==> src/rtl/mult_share_sched.sv <==
// mult_share_sched: round-robin scheduler sharing one 4x4 shift-add multiplier core
// among NREQ requesters, with stale-READY filtering and a WAIT-state watchdog.
module mult_share_sched #(
  parameter int NREQ = 4,
  parameter int TMO  = 31
) (
  input  logic              CK,
  input  logic              RN,
  input  logic [NREQ-1:0]   req,
  input  logic [4*NREQ-1:0] a_in,
  input  logic [4*NREQ-1:0] b_in,
  output logic [NREQ-1:0]   gnt,
  output logic [NREQ-1:0]   done,
  output logic              err,
  output logic [7:0]        prod,
  output logic              busy,
  output logic [3:0]        mul_a,
  output logic [3:0]        mul_b,
  output logic              mul_start,
  input  logic              mul_ready,
  input  logic [7:0]        mul_p
);

  localparam int IW = (NREQ > 1) ? $clog2(NREQ) : 1;
  localparam int CW = $clog2(TMO + 1);

  typedef enum logic [1:0] {
    S_IDLE   = 2'd0,
    S_LAUNCH = 2'd1,
    S_WAIT   = 2'd2,
    S_DONE   = 2'd3
  } state_t;

  state_t        state;
  logic [IW-1:0] rr_ptr;
  logic [IW-1:0] win;
  logic [IW-1:0] pick;
  logic [IW:0]   cand;
  logic          found;
  logic          armed;
  logic [CW-1:0] count;

  function automatic logic [IW-1:0] next_idx(input logic [IW-1:0] idx);
    logic [IW-1:0] n;
    if (idx == IW'(NREQ - 1)) begin
      n = '0;
    end else begin
      n = idx + 1'b1;
    end
    return n;
  endfunction

  function automatic logic [NREQ-1:0] onehot(input logic [IW-1:0] idx);
    logic [NREQ-1:0] v;
    v      = '0;
    v[idx] = 1'b1;
    return v;
  endfunction

  // First requesting line at or after rr_ptr, wrapping past NREQ-1.
  always_comb begin
    pick  = '0;
    found = 1'b0;
    cand  = '0;
    for (int k = 0; k < NREQ; k++) begin
      cand = {1'b0, rr_ptr} + (IW+1)'(k);
      if (cand >= (IW+1)'(NREQ)) begin
        cand = cand - (IW+1)'(NREQ);
      end else begin
        cand = cand;
      end
      if (!found && req[cand[IW-1:0]]) begin
        found = 1'b1;
        pick  = cand[IW-1:0];
      end else begin
        found = found;
      end
    end
  end

  // Scheduler FSM; every output is registered here.
  always_ff @(posedge CK or negedge RN) begin
    if (!RN) begin
      state     <= S_IDLE;
      rr_ptr    <= '0;
      win       <= '0;
      gnt       <= '0;
      done      <= '0;
      err       <= 1'b0;
      prod      <= 8'h00;
      busy      <= 1'b0;
      mul_start <= 1'b0;
      mul_a     <= 4'h0;
      mul_b     <= 4'h0;
      armed     <= 1'b0;
      count     <= '0;
    end else begin
      done      <= '0;
      err       <= 1'b0;
      mul_start <= 1'b0;
      case (state)
        S_IDLE: begin
          if (found) begin
            win   <= pick;
            gnt   <= onehot(pick);
            mul_a <= a_in[{pick, 2'b00} +: 4];
            mul_b <= b_in[{pick, 2'b00} +: 4];
            busy  <= 1'b1;
            state <= S_LAUNCH;
          end else begin
            busy  <= 1'b0;
            state <= S_IDLE;
          end
        end
        S_LAUNCH: begin
          mul_start <= 1'b1;
          armed     <= 1'b0;
          count     <= '0;
          state     <= S_WAIT;
        end
        S_WAIT: begin
          // READY is only trusted once it has been seen low after START.
          if (!mul_ready) begin
            armed <= 1'b1;
          end else begin
            armed <= armed;
          end
          if (armed && mul_ready) begin
            prod  <= mul_p;
            state <= S_DONE;
          end else if (count == CW'(TMO)) begin
            err    <= 1'b1;
            gnt    <= '0;
            busy   <= 1'b0;
            rr_ptr <= next_idx(win);
            state  <= S_IDLE;
          end else begin
            count <= count + 1'b1;
          end
        end
        S_DONE: begin
          done   <= req[win] ? onehot(win) : '0;
          gnt    <= '0;
          busy   <= 1'b0;
          rr_ptr <= next_idx(win);
          state  <= S_IDLE;
        end
        default: begin
          gnt   <= '0;
          busy  <= 1'b0;
          state <= S_IDLE;
        end
      endcase
    end
  end

endmodule
==> config.mk <==
export PLATFORM = sky130hd
export DESIGN_NAME = mult_share_sched
export DESIGN_NICKNAME = d
export VERILOG_FILES = /design/src/rtl/mult_share_sched.sv
export SDC_FILE = /design/constraint.sdc
export NUM_CORES = 1
export LEC_CHECK = 0
export ABC_AREA = 1
export CAP_MARGIN = 5
export CORE_MARGIN = 3
export CORE_UTILIZATION = 48
export CTS_CLUSTER_SIZE = 24
export DETAILED_ROUTE_END_ITERATION = 6
export GPL_TIMING_DRIVEN = 1
export PLACE_DENSITY = 0.81
export SYNTH_ARGS = -nofsm -noshare
export SYNTH_HDL_FRONTEND = slang
export SYNTH_SLANG_ARGS = --single-unit
==> constraint.sdc <==
create_clock -name CK -period 1.9 [get_ports CK]
set_input_delay 0.475 -clock CK [delete_from_list [all_inputs] [get_ports CK]]
set_output_delay 0.475 -clock CK [all_outputs]
set_load 0.005 [all_outputs]
==> results.sh <==
export IMPL_status="finished, final reports clean"
export IMPL_timing_worst_setup_path_type="flip-flop to flip-flop"
export IMPL_routed_via_count=2469
export IMPL_grt_overflow=0
export IMPL_cts_tree="built"
export IMPL_cp_start_kind="flip-flop"
export IMPL_synthTopCellsByArea="sky130_fd_sc_hd__dfrtp_1, sky130_fd_sc_hd__nand2_1, sky130_fd_sc_hd__inv_1"
export IMPL_max_slew_margin_rel_pct=67.8
export IMPL_synth_largest_area_cell="sky130_fd_sc_hd__dfrtp_1"
export IMPL_initial_core_util_pct=51.1
export IMPL_routed_via_density=4.92
export IMPL_multi_input_area_um2=1380
export IMPL_final_layout_size_suffix_gt1_share_pct=23.4
export IMPL_ys_async_sr_fraction_pct=100
export IMPL_hold_path_class="primary input to async pin"
export IMPL_grt_pass1_vias=2457
export IMPL_setup_violations=0
export IMPL_dpl_cell_area_um2=3400
export IMPL_antenna_found_initial=0
export IMPL_cellInternalPower_w=0.00325
export IMPL_area_growth_syn_to_layout_pct=48.1
export IMPL_top_level_ports=74
export IMPL_num_fill_cells=350
export IMPL_antenna_cells=0
export IMPL_ys_dominant_reg_cell="sky130_fd_sc_hd__dfrtp_1"
export IMPL_detailedRoute_firstPassIterationCount=4
export IMPL_core_area_um2=4850
export IMPL_die_area_um2=6060
export IMPL_hold_viol_final=0
export IMPL_avgRoutedWirePerCell_um=13.1
export IMPL_skew_ps=12.1
export IMPL_clk_transition_reported_paths_ps=80
export IMPL_grt_setup_unrepaired="true"
export IMPL_drv_cap=0
export IMPL_synth_commonest_cells="sky130_fd_sc_hd__nand2_1, sky130_fd_sc_hd__inv_1, sky130_fd_sc_hd__dfrtp_1"
export IMPL_finalCritPeriodShare_pct=95.5
export IMPL_max_slew_worst_pin_slew_ps=483
export IMPL_post_route_drc_count=0
export IMPL_clock_path_buffers=2
export IMPL_p_clk_share_pct=8.9
export IMPL_cts_root_buffer="sky130_fd_sc_hd__clkbuf_8"
export IMPL_p_total_w=0.00602
export IMPL_sequential_cell_area_um2=978
export IMPL_final_area_um2=3670
export IMPL_synth_edff_count=0
export IMPL_drtIter0Drc=119
export IMPL_switching_share_pct=46.1
export IMPL_grt_first_pass_wirelength_um=10700
export IMPL_yosysSeqAreaShare_pct=39.4
export IMPL_insertion_delay_ps=290
export IMPL_crit_fanout=7
export IMPL_mappedNetlistNets=387
export IMPL_synth_most_common_cell="sky130_fd_sc_hd__nand2_1"
export IMPL_power_frac_comb_pct=67.8
export IMPL_worst_ep_required_time_ps=2080
export IMPL_tritoncts_num_sinks=39
export IMPL_clock_fmax_mhz=551
export IMPL_grt_start_max_net_pins=40
export IMPL_reg2regPathDepth=12
export IMPL_power_leakage_nw=1.90
export IMPL_placement_rows=25
export IMPL_timing_final_max_slew_violations=0
export IMPL_h_tree_lvls=2
export IMPL_synthesis_area_per_instance_um2=7.51
export IMPL_netlist_area_leader_share_pct=39.4
export IMPL_postSynthCellCount=330
export IMPL_vdd_ir_drop_worst_mv=0.818
export IMPL_chipWidth_um=77.9
export IMPL_track_usage_pct=21.7
export IMPL_count_of_nets_left_with_antenna_violations_after_detail_routing=0
export IMPL_totalWireLength_um=6580
export IMPL_finalCriticalPeriod_ps=1820
export IMPL_data_arrival_time_of_the_critical_path_ps=1990
export IMPL_power_switching_w=0.00277
export IMPL_cellPowerDensity_nw_per_um2=1640
export IMPL_ctsHoldBuffers=0
export IMPL_power_sequential_fraction_pct=23.3
export IMPL_routabilityCongestion=0.866
export IMPL_buffers_added_on_ports=73
export IMPL_synth_warnings=0
export IMPL_cts_buffers_inserted=5
export IMPL_post_dp_hpwl_um=4710
export IMPL_die_height_um=77.9
export IMPL_distinct_cell_type_count_of_the_synthesized_netlist=34
export IMPL_synth_ff_latch_count=39
export IMPL_synthesis_area_um2=2480
export IMPL_critical_path_endpoint_type="flip-flop"
export IMPL_finish_net_count=491
[power groups by stage]
| stage | registers, W | logic [W] | clock network, W |
|---|---|---|---|
| 4_1_cts | 0.00138 | 0.00368 | 0.000549 |
| 3_5_place_dp | 0.00139 | 0.00355 | 0 |
| 5_1_grt | 0.00145 | 0.00453 | 0.000578 |
| 6_report | 0.00140 | 0.00408 | 0.000535 |
| 3_3_place_gp | 0.00138 | 0.00345 | 0 |
| 2_1_floorplan | 0.00137 | 0.00230 | 0 |
[layer usage]
| layer | GRT usage [%] | share of wire [%] | vias to the layer above |
|---|---|---|---|
| met5 | 0 | 0 | - |
| met1 | 25.1 | 39 | 1118 |
| met2 | 37.7 | 52 | 99 |
| met3 | 5.34 | 6.4 | 20 |
| li1 | - | - | 1232 |
| met4 | 9.79 | 3.1 | 0 |
[through the flow]
stage               utilization (%)  TNS, ps  std cells  hold slack [ps]  setup slack (ps)
finish                         75.8        0        502              224              84.8
global route                   75.8     -320        502              269             -94.4
CTS                            72.1        0        496              238              20.6
detailed placement             70.1    -6060        487              458              -505
global placement               70.1    -4800        487              456              -374
floorplan                         -        0        330              179               176
[layout make-up]
cell class                      count  area share [%]
Clock inverter                      1           0.136
Clock buffer                        7            2.08
Multi-Input combinational cell    236            37.6
Sequential cell                    39            26.6
Tap cell                           67            2.28
Inverter                           52            5.45
Timing Repair Buffer               99            25.7
Timing Repair inverter              1           0.136
[timing repair]
action / CTS / global route
resized for setup: 9 / 33
gates cloned: 1 / 2
pin swaps: 4 / 9
buffers inserted: 0 / 4
setup endpoints to repair: 13 / 21
[cell families (layout without fill, tap and decap cells)]
family                     after synthesis  in the layout  synth area share [%]
DFF                                     39             39                  39.4
adders and majority gates               10             10                  5.05
muxes                                    1              1                 0.454
AOI/OAI and AO/OA                       23             23                  5.45
buffers and inverters                   57            160                  10.3
and+or+nand+nor                        200            202                  39.4
[path summary, 6_finish.rpt]
kind,from,endpoint,slack [ps]
max in group asynchronous,RN,rr_ptr[1]$_DFFE_PN0P_,1310
max reg2reg,rr_ptr[0]$_DFFE_PN0P_,mul_b[0]$_DFFE_PN0P_,80
min,RN,mul_a[1]$_DFFE_PN0P_,220
min in group CK,prod[5]$_DFFE_PN0P_,prod[5]$_DFFE_PN0P_,470
min reg2reg,prod[5]$_DFFE_PN0P_,prod[5]$_DFFE_PN0P_,470
max,rr_ptr[0]$_DFFE_PN0P_,mul_b[0]$_DFFE_PN0P_,80
[flip-flops by register name, indices dropped and copies added, names as in the netlist]
register / flops
armed: 1
mul_b: 4
prod: 8
win: 2
err: 1
busy: 1
gnt: 4
count: 5
mul_start: 1
mul_a: 4
done: 4
rr_ptr: 2
state: 2
[critical path, stage by stage, from the launching register on]
cell	delay, ps
sky130_fd_sc_hd__dfrtp_2	430
sky130_fd_sc_hd__buf_6	150
sky130_fd_sc_hd__nand2_2	80
sky130_fd_sc_hd__nand2_2	90
sky130_fd_sc_hd__inv_2	60
sky130_fd_sc_hd__nor2_4	140
sky130_fd_sc_hd__nand4_4	250
sky130_fd_sc_hd__nand2_8	180
sky130_fd_sc_hd__inv_2	60
sky130_fd_sc_hd__nand2_1	60
sky130_fd_sc_hd__nand2_1	50
sky130_fd_sc_hd__nand2_1	50
sky130_fd_sc_hd__nand3_1	80
[placed cells by master (no fill, tap or decap), types with 3 or more instances in the layout]
| cell | instances |
|---|---|
| sky130_fd_sc_hd__nand2_1 | 109 |
| sky130_fd_sc_hd__clkbuf_8 | 5 |
| sky130_fd_sc_hd__nand2_2 | 20 |
| sky130_fd_sc_hd__clkdlybuf4s50_1 | 68 |
| sky130_fd_sc_hd__o21ai_0 | 11 |
| sky130_fd_sc_hd__dlygate4sd2_1 | 3 |
| sky130_fd_sc_hd__a21oi_1 | 3 |
| sky130_fd_sc_hd__nor2_2 | 6 |
| sky130_fd_sc_hd__buf_4 | 22 |
| sky130_fd_sc_hd__nor2_1 | 9 |
| sky130_fd_sc_hd__nand2_4 | 8 |
| sky130_fd_sc_hd__nand2_8 | 3 |
| sky130_fd_sc_hd__buf_6 | 3 |
| sky130_fd_sc_hd__nor2_4 | 3 |
| sky130_fd_sc_hd__inv_2 | 12 |
| sky130_fd_sc_hd__or2_1 | 4 |
| sky130_fd_sc_hd__ha_1 | 9 |
| sky130_fd_sc_hd__inv_1 | 38 |
| sky130_fd_sc_hd__dfrtp_1 | 37 |
| sky130_fd_sc_hd__nand3_1 | 30 |
Note: power is estimated with default switching activity, not from simulation.
